### config.mk
export PLATFORM = sky130hd
export DESIGN_NAME = i2s_rx_flat
export DESIGN_NICKNAME = d
export VERILOG_FILES = /design/src/rtl/i2s_rx_pkg.sv /design/src/rtl/i2s_rx_if.sv /design/src/rtl/i2s_sync_edge.sv /design/src/rtl/i2s_rx.sv /design/src/flat_wrapper.sv
export SDC_FILE = /design/constraint.sdc
export NUM_CORES = 1
export LEC_CHECK = 0
export CAP_MARGIN = 20
export CELL_PAD_IN_SITES_DETAIL_PLACEMENT = 0
export CELL_PAD_IN_SITES_GLOBAL_PLACEMENT = 1
export CORE_MARGIN = 5
export CORE_UTILIZATION = 42
export DETAILED_ROUTE_END_ITERATION = 8
export PLACE_DENSITY_LB_ADDON = 0.1
export SYNTH_ARGS = -nofsm -noshare
export SYNTH_HDL_FRONTEND = slang
export SYNTH_SLANG_ARGS = --single-unit
### constraint.sdc
create_clock -name clk_i -period 2.69 [get_ports clk_i]
set_input_delay 0.269 -clock clk_i [delete_from_list [all_inputs] [get_ports clk_i]]
set_output_delay 0.269 -clock clk_i [all_outputs]
set_load 0.01 [all_outputs]
### src/rtl/i2s_rx_pkg.sv
// Shared audio definitions for the I2S receive path: channel and state encodings,
// default word geometry shared with the transmit side.
package i2s_rx_pkg;

  localparam int unsigned DefaultSampleWidth = 16;
  localparam int unsigned DefaultMaxBits     = 32;

  localparam logic ChanLeft  = 1'b0;
  localparam logic ChanRight = 1'b1;

  typedef enum logic [1:0] {
    StWaitSync,
    StShift,
    StHold
  } rx_state_e;

endpackage

### src/rtl/i2s_rx_if.sv
// Codec-facing serial lines plus the parallel stereo sample outputs of the receiver.
interface i2s_rx_if
  import i2s_rx_pkg::*;
#(
  parameter int unsigned SampleWidth = DefaultSampleWidth
) ();

  logic                   bit_clk;
  logic                   frame_clk;
  logic                   sdata;
  logic [SampleWidth-1:0] left_sample;
  logic [SampleWidth-1:0] right_sample;
  logic                   sample_valid;
  logic                   frame_err;

  // Codec / consumer side
  modport master (
    output bit_clk, frame_clk, sdata,
    input  left_sample, right_sample, sample_valid, frame_err
  );

  // Receiver side
  modport slave (
    input  bit_clk, frame_clk, sdata,
    output left_sample, right_sample, sample_valid, frame_err
  );

endinterface

### src/rtl/i2s_sync_edge.sv
// Two-flop synchronizer for a bundle of asynchronous inputs plus registered rising-edge
// detect; q_o is delayed one extra flop so it lines up with rise_o.
module i2s_sync_edge #(
  parameter int unsigned Width = 3
) (
  input  logic             clk_i,
  input  logic             rst_ni,
  input  logic [Width-1:0] d_i,
  output logic [Width-1:0] q_o,
  output logic [Width-1:0] rise_o
);

  logic [Width-1:0] meta_q, sync_q, dly_q, rise_q;

  always_ff @(posedge clk_i or negedge rst_ni) begin
    if (!rst_ni) begin
      meta_q <= '0;
      sync_q <= '0;
      dly_q  <= '0;
      rise_q <= '0;
    end else begin
      meta_q <= d_i;
      sync_q <= meta_q;
      dly_q  <= sync_q;
      rise_q <= sync_q & ~dly_q;
    end
  end

  assign q_o    = dly_q;
  assign rise_o = rise_q;

endmodule

### src/rtl/i2s_rx.sv
// I2S capture: oversamples BCLK/LRCLK/SDATA in the system clock domain and emits
// left/right PCM pairs with a one-cycle valid strobe, flagging short/overlong words.
module i2s_rx
  import i2s_rx_pkg::*;
#(
  parameter int unsigned SampleWidth    = DefaultSampleWidth,
  parameter int unsigned MaxBitsPerChan = DefaultMaxBits
) (
  input  logic     clk_i,
  input  logic     rst_ni,
  i2s_rx_if.slave  bus_io
);

  localparam int unsigned CntW = $clog2(MaxBitsPerChan + 2);

  // Async assert, sync deassert
  logic [1:0] rst_sync_q;
  logic       rst_n_int;

  always_ff @(posedge clk_i or negedge rst_ni) begin
    if (!rst_ni) rst_sync_q <= 2'b00;
    else         rst_sync_q <= {rst_sync_q[0], 1'b1};
  end
  assign rst_n_int = rst_sync_q[1];

  logic [2:0] sync_q3, rise3;
  logic       bclk_rise, lr, sd;
  logic       unused_sync;

  i2s_sync_edge #(
    .Width (3)
  ) u_sync (
    .clk_i  (clk_i),
    .rst_ni (rst_n_int),
    .d_i    ({bus_io.sdata, bus_io.frame_clk, bus_io.bit_clk}),
    .q_o    (sync_q3),
    .rise_o (rise3)
  );

  assign bclk_rise   = rise3[0];
  assign lr          = sync_q3[1];
  assign sd          = sync_q3[2];
  assign unused_sync = ^{rise3[2:1], sync_q3[0]};

  rx_state_e              state_q, state_d;
  logic                   chan_q, chan_d;
  logic                   lr_prev_q, lr_prev_d;
  logic                   left_ok_q, left_ok_d;
  logic [CntW-1:0]        bitcnt_q, bitcnt_d, cnt_inc;
  logic [SampleWidth-1:0] shift_q, shift_d, shifted;
  logic [SampleWidth-1:0] left_hold_q, left_hold_d;
  logic [SampleWidth-1:0] left_q, left_d, right_q, right_d;
  logic                   valid_q, valid_d, err_q, err_d;
  logic                   lr_chg, word_done, overlong;

  assign lr_chg    = (lr != lr_prev_q);
  assign cnt_inc   = bitcnt_q + CntW'(1);
  assign word_done = (cnt_inc == CntW'(SampleWidth));
  assign overlong  = (cnt_inc > CntW'(MaxBitsPerChan));
  assign shifted   = {shift_q[SampleWidth-2:0], sd};

  always_ff @(posedge clk_i or negedge rst_n_int) begin
    if (!rst_n_int) state_q <= StWaitSync;
    else            state_q <= state_d;
  end

  always_comb begin
    state_d = state_q;
    if (bclk_rise) begin
      unique case (state_q)
        StWaitSync: if (lr_chg) state_d = StShift;
        StShift:    if (!lr_chg && word_done) state_d = StHold;
        StHold: begin
          if (lr_chg)        state_d = StShift;
          else if (overlong) state_d = StWaitSync;
        end
        default: state_d = StWaitSync;
      endcase
    end
  end

  always_comb begin
    chan_d      = chan_q;
    lr_prev_d   = lr_prev_q;
    left_ok_d   = left_ok_q;
    bitcnt_d    = bitcnt_q;
    shift_d     = shift_q;
    left_hold_d = left_hold_q;
    left_d      = left_q;
    right_d     = right_q;
    valid_d     = 1'b0;
    err_d       = 1'b0;
    if (bclk_rise) begin
      lr_prev_d = lr;
      // The edge that reveals an LR change carries the previous word's LSB slot; skip it.
      if (lr_chg) begin
        chan_d   = lr;
        bitcnt_d = '0;
        if (state_q == StShift) begin
          err_d     = 1'b1;
          left_ok_d = 1'b0;
        end
      end else if (state_q == StShift) begin
        shift_d  = shifted;
        bitcnt_d = cnt_inc;
        if (word_done) begin
          if (chan_q == ChanLeft) begin
            left_hold_d = shifted;
            left_ok_d   = 1'b1;
          end else if (left_ok_q) begin
            left_d    = left_hold_q;
            right_d   = shifted;
            valid_d   = 1'b1;
            left_ok_d = 1'b0;
          end
        end
      end else if (state_q == StHold) begin
        bitcnt_d = cnt_inc;
        if (overlong) begin
          err_d     = 1'b1;
          left_ok_d = 1'b0;
          bitcnt_d  = '0;
        end
      end
    end
  end

  always_ff @(posedge clk_i or negedge rst_n_int) begin
    if (!rst_n_int) begin
      chan_q      <= ChanLeft;
      lr_prev_q   <= 1'b0;
      left_ok_q   <= 1'b0;
      bitcnt_q    <= '0;
      shift_q     <= '0;
      left_hold_q <= '0;
      left_q      <= '0;
      right_q     <= '0;
      valid_q     <= 1'b0;
      err_q       <= 1'b0;
    end else begin
      chan_q      <= chan_d;
      lr_prev_q   <= lr_prev_d;
      left_ok_q   <= left_ok_d;
      bitcnt_q    <= bitcnt_d;
      shift_q     <= shift_d;
      left_hold_q <= left_hold_d;
      left_q      <= left_d;
      right_q     <= right_d;
      valid_q     <= valid_d;
      err_q       <= err_d;
    end
  end

  assign bus_io.left_sample  = left_q;
  assign bus_io.right_sample = right_q;
  assign bus_io.sample_valid = valid_q;
  assign bus_io.frame_err    = err_q;

endmodule

### src/flat_wrapper.sv
// flat-port wrapper written by rule: the top's interface ports become plain ports
module i2s_rx_flat import i2s_rx_pkg::*;
#(
  parameter int unsigned SampleWidth    = DefaultSampleWidth,
  parameter int unsigned MaxBitsPerChan = DefaultMaxBits
)
  (clk_i, rst_ni, bus_io_bit_clk, bus_io_frame_clk, bus_io_sdata, bus_io_left_sample, bus_io_right_sample, bus_io_sample_valid, bus_io_frame_err);
  i2s_rx_if #(.SampleWidth(SampleWidth)) bus_io_i ();
  input  logic clk_i;
  input  logic rst_ni;
  input wire logic [$bits(bus_io_i.bit_clk)-1:0] bus_io_bit_clk;
  input wire logic [$bits(bus_io_i.frame_clk)-1:0] bus_io_frame_clk;
  input wire logic [$bits(bus_io_i.sdata)-1:0] bus_io_sdata;
  output wire logic [$bits(bus_io_i.left_sample)-1:0] bus_io_left_sample;
  output wire logic [$bits(bus_io_i.right_sample)-1:0] bus_io_right_sample;
  output wire logic [$bits(bus_io_i.sample_valid)-1:0] bus_io_sample_valid;
  output wire logic [$bits(bus_io_i.frame_err)-1:0] bus_io_frame_err;
  assign bus_io_i.bit_clk = bus_io_bit_clk;
  assign bus_io_i.frame_clk = bus_io_frame_clk;
  assign bus_io_i.sdata = bus_io_sdata;
  assign bus_io_left_sample = bus_io_i.left_sample;
  assign bus_io_right_sample = bus_io_i.right_sample;
  assign bus_io_sample_valid = bus_io_i.sample_valid;
  assign bus_io_frame_err = bus_io_i.frame_err;
  i2s_rx #(.SampleWidth(SampleWidth), .MaxBitsPerChan(MaxBitsPerChan)) u_core (.clk_i(clk_i), .rst_ni(rst_ni), .bus_io(bus_io_i));
endmodule
==> results.json, run 1 <==
{
  "status": "complete, no violations",
  "final_cell_mix": "87 x dfrtp_1, 38 x clkdlybuf4s50_1, 33 x mux2_2, 29 x mux2_4, 14 x nand2_1",
  "cts_buffer_depth": 2,
  "routedWlPerCell_um": 16.0,
  "tightest_slew_ns": 0.795,
  "clock_skew_ns": 0.00643,
  "rsz0062_at_grt": "false",
  "first_iter_violations": 39,
  "hpwl_mm": 4.12,
  "synth.avg_cell_area_um2": 15.0,
  "hold_class": "input port to async pin",
  "setup_ws_ns": 0.368,
  "powerDensity_mw_per_mm2": 572,
  "fin_crit_ns": 2.32,
  "synth-edff-count": 0,
  "arrival_ns": 2.56,
  "synth_nets": 259,
  "p_switching_uw": 678,
  "via_count": 2047,
  "slew_violations": 0,
  "clkPwrFrac": 0.322,
  "cts-root-buf": "clkbuf_8",
  "criticalPathCategory": "flip-flop to flip-flop",
  "routed_wl_mm": 6.47,
  "power_frac_seq": 0.586,
  "grt_pass1_wl_mm": 11.0,
  "rows": 34,
  "clkSinkCount": 88,
  "cts_resized": 0,
  "rrSetupSlack_ns": 0.37,
  "setup_viol": 0,
  "power.share.combinational": 0.091,
  "htree_levels": 3,
  "diodes": 0,
  "holdBufCountCts": 0,
  "r2r_cells": 6,
  "cp-end-kind": "flip-flop",
  "drcViolationCount": 0,
  "crit_path_start_kind": "flip-flop",
  "initial_core_util": 0.430,
  "die_area_mm2": 0.0109,
  "track_usage": 0.126,
  "dp_slack_ns": 0.385,
  "dr.pass1.iters": 5,
  "cts_tree": "done",
  "synthArstFlopShare": 1.00,
  "cp_max_fo": 33,
  "antenna_left": 0,
  "required_ns": 2.92,
  "reg2reg_from": "u_core.bitcnt_q[0]",
  "setup-tns-final_ns": 0,
  "ys_seq_area_frac": 0.588,
  "synth_ff_type": "dfrtp_1",
  "cts_buffers": 9,
  "postLayoutCoreUtil": 0.502,
  "clk_latency_ns": 0.35,
  "routed_via_density": 5.07,
  "port_buffers": 38,
  "nFillCells": 744,
  "final_common_cell": "dfrtp_1",
  "p_int_uw": 1830,
  "ir_drop_uv": 270,
  "p_leak_uw": 0.00210,
  "worstReg2RegEnd": "u_core.bus_io.left_sample[2]",
  "pin_count": 39,
  "die_h_um": 104,
  "relSlewSlack": 0.464,
  "layout.nets": 301,
  "grt_pass1_vias": 2147,
  "p_total_uw": 2500,
  "syn-cell-area_mm2": 0.00375,
  "sw_frac_of_total": 0.271,
  "max_freq_ghz": 0.431,
  "synth_seq_cells": 88,
  "drive_gt1_frac": 0.304,
  "cts_setup_buffers": 0,
  "multi_input_area_mm2": 0.00141,
  "die_w_um": 104,
  "synth_cell_type_count": 46,
  "hold_viol_final": 0,
  "place.gp.congestion": 0.772,
  "synth_warnings": 0,
  "antenna_found_initial": 0,
  "whs_ns": 0.0684,
  "final.period_utilization": 0.863,
  "syn-instance-count": 249,
  "register_area_mm2": 0.00221,
  "clk_pin_slew_ns": 0.09,
  "area_growth_pct": 16.8,
  "core-area_mm2": 0.00872,
  "max-cap-violations": 0,
  "grt_max_degree": 55,
  "grt-ovfl-total": 0
}
-- critical path, cell delays in order (launching register included) --
cell,delay (ns)
dfrtp_1,0.40
and2_1,0.34
nand3b_4,0.11
a2111o_4,0.57
nor2_8,0.14
buf_12,0.25
mux2_2,0.37
-- Yosys cell counts (2+ instances only) --
cell	count	area [um2]
buf_12	3	60.1
and3_1	2	12.5
dfrtp_1	88	2200
mux2_1	2	22.5
clkbuf_1	5	18.8
o221ai_1	2	17.5
buf_6	2	22.5
inv_1	5	18.8
mux2_2	33	372
nor2b_1	2	12.5
nor2_8	2	40.0
nor2_1	3	11.3
mux2i_1	3	30.0
ha_1	5	62.6
o2111ai_1	2	17.5
nand3_1	5	25.0
a21oi_1	6	30.0
o21ai_0	6	30.0
nand4_1	2	12.5
nand2_1	14	52.6
and2_1	3	18.8
mux2_4	29	435
xor2_1	2	17.5
-- registers in the layout, summed over array words and instances (netlist names), 2 cells and up --
register and flops:
u_core.rst_sync_q 2, u_core.u_sync.sync_q 3, u_core.u_sync.q_o 3, u_core.bitcnt_q 6, u_core.bus_io.left_sample 16, u_core.bus_io.right_sample 16, u_core.state_q 2, u_core.u_sync.meta_q 3
u_core.left_hold_q 16, u_core.shift_q 15
-- stage by stage --
| stage | instances | area [um2] |
|---|---|---|
| 6_report | 404 | 4380 |
| 3_5_place_dp | 388 | 4210 |
| 4_1_cts | 404 | 4380 |
| 2_1_floorplan | 249 | 3750 |
| 5_1_grt | 404 | 4380 |
| 3_3_place_gp | 388 | 4210 |
-- worst max path at each step --
stage / to / cells after the start / slack [ns] / startpoint
2_1_floorplan: u_core.bitcnt_q[0] / 0 / 0.06 / u_core.rst_sync_q[1]
3_3_place_gp: u_core.bus_io.left_sample[1] / 6 / 0.42 / u_core.bitcnt_q[0]
3_5_place_dp: u_core.bus_io.left_sample[2] / 6 / 0.39 / u_core.bitcnt_q[0]
4_1_cts: u_core.bus_io.left_sample[2] / 6 / 0.37 / u_core.bitcnt_q[0]
5_1_grt: u_core.bus_io.left_sample[2] / 6 / 0.28 / u_core.bitcnt_q[0]
6_report: u_core.bus_io.left_sample[2] / 6 / 0.37 / u_core.bitcnt_q[0]
-- kinds of logic (layout without fill, tap and decap cells) --
kind of cell / count (synthesis) / count (layout) / synth area share
adder cells (fa/ha/maj): 5 / 5 / 0.0167
XOR/XNOR: 3 / 3 / 0.00902
AO/OA/AOI/OAI: 27 / 27 / 0.0538
other: 1 / 1 / 0.00100
multiplexers: 67 / 67 / 0.229
flip-flops: 88 / 88 / 0.588
buffers and inverters: 18 / 65 / 0.0364
AND/OR/NAND/NOR: 40 / 40 / 0.0661
-- power by group through the flow --
| stage | Sequential, uW | Clock [uW] | Combinational (uW) |
|---|---|---|---|
| after global placement | 1490 | 0 | 229 |
| after global routing | 1480 | 909 | 257 |
| after floorplan | 1480 | 0 | 163 |
| final | 1470 | 807 | 229 |
| after detailed placement | 1500 | 0 | 229 |
| after CTS | 1470 | 856 | 231 |
-- final cells by class --
class / count / share of cell area
Clock buffer: 10 / 0.0292
Clock inverter: 6 / 0.0100
Inverter: 5 / 0.00429
Multi-Input combinational cell: 143 / 0.322
Sequential cell: 88 / 0.504
Tap cell: 108 / 0.0309
Timing Repair Buffer: 44 / 0.100
-- per-layer routing --
layer,vias up,share of wire,track usage
met5,-,0,0
met4,0,0.0093,0.0361
met3,4,0.047,0.0509
met2,33,0.44,0.177
met1,1041,0.50,0.178
li1,969,-,-
(Power assumes the default switching activity.)
==> run 2, diff against run 1 <==
- CORE_MARGIN: 5 -> unset
==> run 2 against run 1 <==
- cell count stayed put
- core utilization is 0.84 points higher
- register-to-register slack hardly changed
- via count is 1.0% higher
- cell area is 1.2% higher
- critical path depth stayed put
- worst hold slack better by 0.0050 ns
==> results.json, run 2 (synthesis gave the netlist of run 1 again) <==
{
  "status": "complete, no violations",
  "wl_met1_mm": 3.27,
  "whs_ns": 0.0733,
  "p_total_uw": 2670,
  "rsz0062_at_grt": "false",
  "clk_pin_slew_ns": 0.09,
  "crit_path_start_kind": "flip-flop",
  "holdBufCountCts": 0,
  "powerDensity_mw_per_mm2": 603,
  "max_freq_ghz": 0.429,
  "grt_max_degree": 47,
  "highest_layer": "met4",
  "cp-end-kind": "flip-flop",
  "pin_count": 39,
  "worstReg2RegEnd": "u_core.bus_io.left_sample[0]",
  "reg2reg_from": "u_core.bitcnt_q[0]",
  "nFillCells": 775,
  "die_area_mm2": 0.00930,
  "layout.nets": 301,
  "p_leak_uw": 0.00214,
  "drcViolationCount": 0,
  "relSlewSlack": 0.576,
  "criticalPathCategory": "flip-flop to flip-flop",
  "antenna_left": 0,
  "grt_pass1_vias": 2043,
  "finalInstanceArea_mm2": 0.00443,
  "cts_buffers": 9,
  "cts_setup_buffers": 0,
  "setup_viol": 0,
  "routed_via_density": 5.12,
  "tightest_slew_ns": 0.635,
  "htree_levels": 3,
  "hold_viol_final": 0,
  "cts-root-buf": "clkbuf_8",
  "drive_gt1_frac": 0.307,
  "fin_crit_ns": 2.33,
  "slew_violations": 0,
  "cts_tree": "done",
  "dpl_cell_area_mm2": 0.00422,
  "required_ns": 2.93,
  "antenna_found_initial": 0,
  "met2_length_mm": 2.74,
  "clock_skew_ns": 0.00606,
  "cts_buffer_depth": 2,
  "routedWlPerCell_um": 15.7,
  "ir_drop_uv": 255,
  "clk_latency_ns": 0.35,
  "via_count": 2068,
  "track_usage": 0.152,
  "max-cap-violations": 0,
  "diodes": 0,
  "place.gp.congestion": 0.789,
  "die_w_um": 96.5,
  "wl_met3_um": 248,
  "grt-ovfl-total": 0,
  "rows": 34,
  "die_h_um": 96.5,
  "core-area_mm2": 0.00868,
  "grt_pass1_wl_mm": 10.5,
  "hold_class": "input port to async pin",
  "postLayoutCoreUtil": 0.510,
  "dr.pass1.iters": 4,
  "arrival_ns": 2.57,
  "r2r_cells": 6,
  "final.period_utilization": 0.867,
  "area_growth_pct": 18.2,
  "port_buffers": 38,
  "cts_resized": 0,
  "cp_max_fo": 33,
  "setup-tns-final_ns": 0,
  "routed_wl_mm": 6.34,
  "first_iter_violations": 82,
  "final_common_cell": "dfrtp_1",
  "final_cell_mix": "87 x dfrtp_1, 38 x clkdlybuf4s50_1, 33 x mux2_2, 29 x mux2_4, 14 x nand2_1",
  "initial_core_util": 0.432,
  "startpoint": "u_core.bitcnt_q[0]",
  "hpwl_mm": 3.99,
  "rrSetupSlack_ns": 0.36,
  "clkSinkCount": 88
}
[run 2: layer usage]
layer / global-route usage / vias to the layer above
met2: 0.213 / 39
li1: - / 972
met4: 0.0723 / 0
met3: 0.0376 / 10
met5: 0 / -
met1: 0.221 / 1047
[run 2: how the worst max path moves through the flow]
stage,slack [ns],cells after the start,to
floorplan,0.06,0,u_core.bitcnt_q[0]
global placement,0.41,6,u_core.bus_io.left_sample[0]
detailed placement,0.39,6,u_core.bus_io.left_sample[1]
CTS,0.36,6,u_core.bus_io.left_sample[0]
global route,0.27,6,u_core.bus_io.left_sample[0]
finish,0.36,6,u_core.bus_io.left_sample[0]
[run 2: layout make-up]
cell class | count | area [um2] | area share
inverters | 5 | 18.8 | 0.00424
clock inverters | 6 | 72.6 | 0.0164
multi-input cells | 143 | 1410 | 0.318
flip-flops and latches | 88 | 2210 | 0.498
well taps | 108 | 135 | 0.0305
clock buffers | 10 | 138 | 0.0311
repair buffers | 44 | 450 | 0.102
[run 2: worst max-delay path, stage by stage (launching register included)]
cell and delay, ns:
dfrtp_1 0.41, and2_1 0.35, nand3b_4 0.11, a2111o_4 0.57, nor2_8 0.14, buf_12 0.26, mux2_2 0.37
[run 2: stage by stage]
| stage | worst slack (ns) | cells |
|---|---|---|
| after floorplan | 0.0574 | 249 |
| after global placement | 0.408 | 388 |
| after detailed placement | 0.390 | 388 |
| after CTS | 0.358 | 404 |
| after global routing | 0.268 | 404 |
| final | 0.359 | 404 |
[run 2: power by group]
part / switching [uW] / internal (uW)
clock: 497 / 468
combinational: 133 / 106
sequential: 78.2 / 1390
total: 708 / 1960
